--- src/rtl/apb_pkg.sv ---
// Shared types for the APB request arbiter: FSM states, master opcodes and a wrap-around adder.
package apb_pkg;

    typedef enum logic [1:0] {
        ARB_IDLE,
        ARB_ISSUE,
        ARB_WAIT,
        ARB_DRAIN
    } arb_state_t;

    localparam logic [1:0] APB_OP_NOP   = 2'b00;
    localparam logic [1:0] APB_OP_READ  = 2'b01;
    localparam logic [1:0] APB_OP_WRITE = 2'b11;

    function automatic int unsigned wrap_add(input int unsigned a,
                                             input int unsigned b,
                                             input int unsigned n);
        return (a + b) % n;
    endfunction

endpackage

--- src/rtl/apb_rr_picker.sv ---
// Purpose: round-robin pick of the first valid requester at or above rr_ptr, wrapping.
// Latency: purely combinational.
// Backpressure: none; the caller decides when a pick is consumed.
module apb_rr_picker
    import apb_pkg::*;
#(
    parameter int NUM_REQ = 4,
    parameter int IW      = 2
) (
    input  logic [NUM_REQ-1:0] req,
    input  logic [IW-1:0]      rr_ptr,
    output logic [IW-1:0]      grant_idx,
    output logic               grant_valid
);

    logic [IW-1:0] idx;

    // Scan offsets from far to near so the nearest valid requester is written last.
    always_comb begin
        grant_valid = 1'b0;
        grant_idx   = '0;
        idx         = '0;
        for (int k = NUM_REQ - 1; k >= 0; k--) begin
            idx = IW'(wrap_add(32'(rr_ptr), 32'(k), 32'(NUM_REQ)));
            if (req[idx]) begin
                grant_valid = 1'b1;
                grant_idx   = idx;
            end
        end
    end

endmodule

--- src/rtl/apb_req_arbiter.sv ---
// Purpose: share one APB master among NUM_REQ requesters, one transfer per round-robin grant.
// Latency: accept to rsp_valid_o is 4 cycles with a zero-wait slave; timeout after TIMEOUT WAIT cycles.
// Backpressure: requesters hold req_valid_i until req_ack_o; new grants only while IDLE.
module apb_req_arbiter
    import apb_pkg::*;
#(
    parameter int NUM_REQ = 4,
    parameter int TIMEOUT = 16
) (
    input  logic                    pclk,
    input  logic                    preset,
    input  logic [NUM_REQ-1:0]      req_valid_i,
    input  logic [NUM_REQ-1:0]      req_write_i,
    input  logic [NUM_REQ-1:0][31:0] req_wdata_i,
    output logic [NUM_REQ-1:0]      req_ack_o,
    output logic [NUM_REQ-1:0]      rsp_valid_o,
    output logic [31:0]             rsp_rdata_o,
    output logic                    rsp_error_o,
    output logic [1:0]              add_o,
    output logic [31:0]             wdata_o,
    input  logic                    ready_i,
    input  logic [31:0]             rdata_i,
    output logic                    busy_o
);

    localparam int IW = $clog2(NUM_REQ);
    localparam int CW = $clog2(TIMEOUT);

    arb_state_t    state, state_nxt;
    logic [IW-1:0] rr_ptr, gnt_idx, gnt_q;
    logic          gnt_vld, write_q;
    logic [CW-1:0] tmo_cnt;
    logic          accept, done_ok, done_tmo;

    apb_rr_picker #(.NUM_REQ(NUM_REQ), .IW(IW)) u_picker (
        .req         (req_valid_i),
        .rr_ptr      (rr_ptr),
        .grant_idx   (gnt_idx),
        .grant_valid (gnt_vld)
    );

    always_ff @(posedge pclk or posedge preset) begin
        if (preset) state <= ARB_IDLE;
        else        state <= state_nxt;
    end

    always_comb begin
        state_nxt = state;
        req_ack_o = '0;
        add_o     = APB_OP_NOP;
        accept    = 1'b0;
        done_ok   = 1'b0;
        done_tmo  = 1'b0;
        unique case (state)
            ARB_IDLE: begin
                // Acks are combinational, so mask them while reset holds the FSM in IDLE.
                if (gnt_vld && !preset) begin
                    accept    = 1'b1;
                    req_ack_o = NUM_REQ'(1) << gnt_idx;
                    state_nxt = ARB_ISSUE;
                end
            end
            ARB_ISSUE: begin
                add_o     = write_q ? APB_OP_WRITE : APB_OP_READ;
                state_nxt = ARB_WAIT;
            end
            ARB_WAIT: begin
                if (ready_i) begin
                    done_ok   = 1'b1;
                    state_nxt = ARB_IDLE;
                end else if (tmo_cnt == CW'(TIMEOUT - 1)) begin
                    done_tmo  = 1'b1;
                    state_nxt = ARB_DRAIN;
                end
            end
            ARB_DRAIN: begin
                if (ready_i) state_nxt = ARB_IDLE;
            end
            default: state_nxt = ARB_IDLE;
        endcase
    end

    always_ff @(posedge pclk or posedge preset) begin
        if (preset) begin
            rr_ptr      <= '0;
            gnt_q       <= '0;
            write_q     <= 1'b0;
            wdata_o     <= '0;
            tmo_cnt     <= '0;
            rsp_valid_o <= '0;
            rsp_rdata_o <= '0;
            rsp_error_o <= 1'b0;
        end else begin
            rsp_valid_o <= '0;
            if (accept) begin
                gnt_q   <= gnt_idx;
                write_q <= req_write_i[gnt_idx];
                wdata_o <= req_wdata_i[gnt_idx];
                rr_ptr  <= IW'(wrap_add(32'(gnt_idx), 1, 32'(NUM_REQ)));
            end
            tmo_cnt <= (state == ARB_WAIT && !done_ok && !done_tmo) ? tmo_cnt + 1'b1 : '0;
            if (done_ok) begin
                rsp_valid_o <= NUM_REQ'(1) << gnt_q;
                rsp_rdata_o <= write_q ? '0 : rdata_i;
                rsp_error_o <= 1'b0;
            end else if (done_tmo) begin
                rsp_valid_o <= NUM_REQ'(1) << gnt_q;
                rsp_rdata_o <= '0;
                rsp_error_o <= 1'b1;
            end
        end
    end

    assign busy_o = (state != ARB_IDLE);

endmodule

--- config.mk ---
export PLATFORM = sky130hd
export DESIGN_NAME = apb_req_arbiter
export DESIGN_NICKNAME = d
export VERILOG_FILES = /design/src/rtl/apb_pkg.sv /design/src/rtl/apb_rr_picker.sv /design/src/rtl/apb_req_arbiter.sv
export SDC_FILE = /design/constraint.sdc
export NUM_CORES = 1
export LEC_CHECK = 0
export CAP_MARGIN = 20
export CORE_UTILIZATION = 41
export CTS_BUF_LIST = sky130_fd_sc_hd__clkbuf_2 sky130_fd_sc_hd__clkbuf_4 sky130_fd_sc_hd__clkbuf_8
export CTS_CLUSTER_DIAMETER = 50
export DETAILED_ROUTE_END_ITERATION = 12
export PLACE_DENSITY = 0.88
export RECOVER_POWER = 100
export SKIP_LAST_GASP = 1
export SYNTH_ARGS = -nofsm -noshare
export SYNTH_HDL_FRONTEND = slang
export SYNTH_HIERARCHICAL = 1
export SYNTH_SLANG_ARGS = --single-unit
--- constraint.sdc ---
create_clock -name pclk -period 4.3 [get_ports pclk]
set_clock_uncertainty 0.1 [all_clocks]
set_input_delay 0.645 -clock pclk [delete_from_list [all_inputs] [get_ports pclk]]
set_output_delay 0.645 -clock pclk [all_outputs]
set_load 0.05 [all_outputs]
# == After elaboration in Yosys (flattened, before gate mapping) ==
# Index checks and enable logic that the tools add are counted.
# totals
ff_bits,80
elab_cells,82
# op_classes
n_addsub,5
order_cmp,5
shift,2
n_eq_ne,7
n_reduce_logical,10
n_mux,44
# op_table
cell,count
two-way mux 32 bit,4
binary-select mux 32 bit (select 2 bit),1
two-way mux 2 bit,10
two-way mux 4 bit,5
two-way mux 1 bit,18
"< comparator 2 x 3 -> 1 bit, second input constant",5
binary-select mux 1 bit (select 2 bit),5
one-hot mux 2 bit (4 select lines),1
"left shift 1 x 2 -> 4 bit, first input constant",2
"adder 2 x 1 -> 2 bit, second input constant",2
"adder 2 bit, second input constant",2
"adder 4 x 1 -> 4 bit, second input constant",1
"== test 2 bit, second input constant",2
"== test 4 bit, second input constant",1
"!= test 2 bit, second input constant",2
nonzero test 2 bit,2
logical AND 1 bit,3
logical NOT 1 bit,3
"!= test 3 bit, second input constant",1
AND reduction 3 bit,1
"== test 2 x 1 -> 1 bit, second input constant",1
logical NOT 2 bit,1

# == Longest topological paths before layout ==
# logic_depth
word_depth,10
depth_mapped,8
ltp_nobuf,6

# == By module ==
# The synthesis kept the hierarchy.
# modules_own_cells
mod,cells_per_inst,seq_area_each_um2,instances,area_per_inst_um2
apb_req_arbiter,246,2001.9,1,3928.8
apb_rr_picker,13,0.0,1,77.6

# == Worst setup path before layout ==
# No wires, ideal clock.
# synth_timing
kind,input -> output
startpoint,input req_valid_i[1]
endpoint,output req_ack_o[1]
stages,8
n_path_buf,2
path_slack_ns,1.421
arrival_time_ns,2.134
path_cell_list,nor3b_1 -> a211oi_1 -> nor2_1 -> clkbuf_8 -> clkbuf_1 -> inv_1 -> ha_1 -> and2_1
# synth_between
elab_chain_len,9
elab_cells_between_ends,20
classes_between,1 x shift; 18 x mux; 1 x reduce/logical
# synth_lines
item,line_no,text
"start, declared",apb_req_arbiter.sv:12,"input logic [NUM_REQ-1:0] req_valid_i,"
binary-select mux 1 bit (select 2 bit),apb_rr_picker.sv:25,if (req[idx]) begin
two-way mux 1 bit (not written as such),apb_rr_picker.sv:25,
two-way mux 2 bit (3 in series),apb_rr_picker.sv:25,
two-way mux 2 bit (*),apb_rr_picker.sv:25,
via gnt_idx[1],apb_req_arbiter.sv:30,"logic [IW-1:0] rr_ptr, gnt_idx, gnt_q;"
left shift 1 x 2 -> 4 bit (*),apb_req_arbiter.sv:59,req_ack_o = NUM_REQ'(1) << gnt_idx;
two-way mux 4 bit (*),apb_req_arbiter.sv:57,if (gnt_vld && !preset) begin
two-way mux 4 bit (*),apb_req_arbiter.sv:54,unique case (state)
"end, declared",apb_req_arbiter.sv:15,"output logic [NUM_REQ-1:0] req_ack_o,"
# The timed path passes the listed nets; every way through them passes the cells marked *. The select of a mux whose other input is x is not followed.

# == Worst setup path in the final report ==
# layout_timing
startpoint,input req_valid_i[3]
endpoint,output req_ack_o[0]
# Same word-level chain as after synthesis.

==> qor.yml <==
mostFrequentLayoutCell: "clkdlybuf4s50_1"
dr.pass1.iters: 4
setup_violations: 0
synthDistinctLibCells: 34
grt_max_degree: 37
cpMaxStageDelayCell: "dlygate4sd3_1"
globalRouteOverflowTotal: 0
finalWeightedCongestion: 0.771
critPathLaunchType: "input pin"
fill_cells: 678
stdcell_count: 639
synth-compound-area-share: 0.0846
syn-num-nets: 435
maxCapViolCount: 3
wire_per_inst_um: 17.3
clock-sinks: 80
clk_pin_slew_ps: 80
r2r-start: "tmo_cnt[0]"
crit_arrival_ps: 3110
max_freq_ghz: 0.259
min_path_cells: 1
cts_resized: 0
crit_top_cell: "dlygate4sd3_1"
min_period_ps: 3850
synth_edf_count: 0
crit_fanout: 4
crit_type: "input pin to output pin"
rows: 35
muxShareOfSynthArea: 0.298
cts-root-buf: "clkbuf_8"
drc: 0
synth.avg_cell_area_um2: 15.5
hold_start: "gnt_q[1]"
tightest_slew_ps: 1610
vias_per_cell: 5.22
die_w_um: 101
synthCells: 259
layout_common_cells: "clkdlybuf4s50_1 (167), dfrtp_1 (80), dlygate4sd3_1 (77), mux2_2 (34), a22o_1 (32)"
fin_crit_sh: 0.896
dp.cells: 622
die_area_um2: 10200
slew-limit-headroom: -0.0744
multi_input_comb_area_um2: 1830
area_growth_pct: 67.7
worst-r2r-setup-slack_ps: 1650
synth-seq-cells: 80
port_buffers: 246
fin_nets: 681
vdd_drop_max_mv: 0.291
tritoncts: "done"
die_h_um: 101
path_buf_inv: 3
yosysWarnings: 6
synth_top_family_by_area: "multiplexers"
ios: 247
p_leak_nw: 2.84
cts_post_setup_buffers_inserted: 0
clk_latency_ps: 340
core-area_um2: 9370
synthFlopType: "dfrtp_1"
final_hold_viol_count: 0
r2r-end: "rsp_rdata_o[23]"
violations: "capacitance limit, slew limit"
synth-seq-area-share: 0.500
powerDensity_nw_per_um2: 694
grt_pass1_wl_mm: 17.0
drive_gt1_frac: 0.159
yosys-top-cells-area: "dfrtp_1 (50%), mux4_2 (12%), mux2_2 (9.6%)"
synth_adder_area_share: 0.0156
antenna_found_initial: 0
hold_path_class: "flop to flop"
grt_setup_unrepaired: "no"
slew_viol_final: 67
postSynth.asyncResetShare: 1.00
status: "complete, but fails checks"
critPathTopFamily: "buffers and inverters"
setup_tns_ps: 0
yosysTopAreaCell: "dfrtp_1"
syn_area_um2: 4010
vias: 3336
hold-path-endpoint: "rsp_valid_o[0]"
rr_worst_depth: 5
power.total_mw: 4.66
routed_wl_mm: 11.1
regArea_um2: 2000
htree_levels: 3
drtIter0Drc: 48
synth-simple-area-share: 0.0537
n_antenna_cell: 0
cts_made_buffers: 9
cts_hold_repair.buffers: 0
cts_buffer_depth: 2
crit_path_end_kind: "output pin"
ant_nets: 0
crit_path_max_incr_delay_ps: 890
synth_top_area_frac: 0.500
grt_pass1_vias: 3550
synthXorXnorAreaFrac: 0.00437
path_cells: "dlygate4sd3_1 -> nand2b_1 -> a211oi_1 -> nor2_4 -> inv_1 -> ha_1 -> and2_1 -> dlygate4sd3_1"
crit_required_ps: 3560
start_util: 0.428
dp_hpwl_mm: 8.94
track_usage: 0.225
-- logic make-up after synthesis --
| group | count (synthesis) |
|---|---|
| DFF | 80 |
| muxes | 69 |
| buffers and inverters | 25 |
| and+or+nand+nor | 37 |
| xor gates and xnor gates | 2 |
| adders and majority gates | 5 |
| AOI/OAI and AO/OA | 41 |
-- worst register-to-register path, cell delays in order, from the launching register on --
cell,delay (ps)
dfrtp_1,410
ha_1,230
and3_1,180
o21ai_0,150
clkbuf_1,1180
a22o_1,330
-- cell type report --
cell class | instances | area share
repair buffers | 254 | 0.375
flip-flops and latches | 80 | 0.298
multi-input cells | 154 | 0.272
well taps | 129 | 0.0240
clock buffers | 9 | 0.0184
clock inverters | 7 | 0.00912
inverters | 6 | 0.00354
-- state kept, by name, summed over array words and instances (netlist names) --
| register | count |
|---|---|
| gnt_q | 2 |
| rr_ptr | 2 |
| rsp_error_o | 1 |
| rsp_rdata_o | 32 |
| rsp_valid_o | 4 |
| state | 2 |
| tmo_cnt | 4 |
| wdata_o | 32 |
| write_q | 1 |
-- synthesized netlist by cell type (all sizes together) (3+ instances only) --
cell type / count
buf: 14
clkbuf: 5
nor3: 7
mux4: 33
ha: 5
nor2: 7
o21ai: 3
a21oi: 4
nand2: 5
inv: 6
mux2: 35
and2: 7
nand2b: 3
a22o: 32
dfrtp: 80
-- metal layers --
layer  track usage  up-vias  routed length, um
met3        0.0583       27                832
met4         0.107        0                312
met5             0        -                  0
met1         0.225     1633               3790
li1              -     1505                  -
met2         0.432      171               6150
-- power by group --
| group | internal (mW) | switching [mW] |
|---|---|---|
| registers | 1.09 | 0.191 |
| clock network | 0.219 | 0.289 |
| logic | 1.12 | 1.75 |
| total | 2.43 | 2.23 |
-- worst max-delay path by stage --
stage                         startpoint           end  depth (start not counted)
final                     req_valid_i[3]  req_ack_o[0]                          8
after global routing      req_valid_i[3]  req_ack_o[1]                          7
after CTS                 req_valid_i[3]  req_ack_o[0]                          8
after detailed placement  req_valid_i[3]  req_ack_o[0]                          8
after global placement    req_valid_i[3]  req_ack_o[0]                          8
after floorplan           req_valid_i[1]  req_ack_o[1]                          8
-- per-stage QoR --
step	setup slack (ps)	area, um^2	hold WS (ps)	util
final	446	6720	367	0.717
after global routing	382	6720	387	0.717
after floorplan	1420	4010	330	-
after CTS	651	6740	365	0.719
after detailed placement	655	6560	353	0.700
after global placement	711	6560	340	0.700
Note: power is estimated with default switching activity, not from simulation.
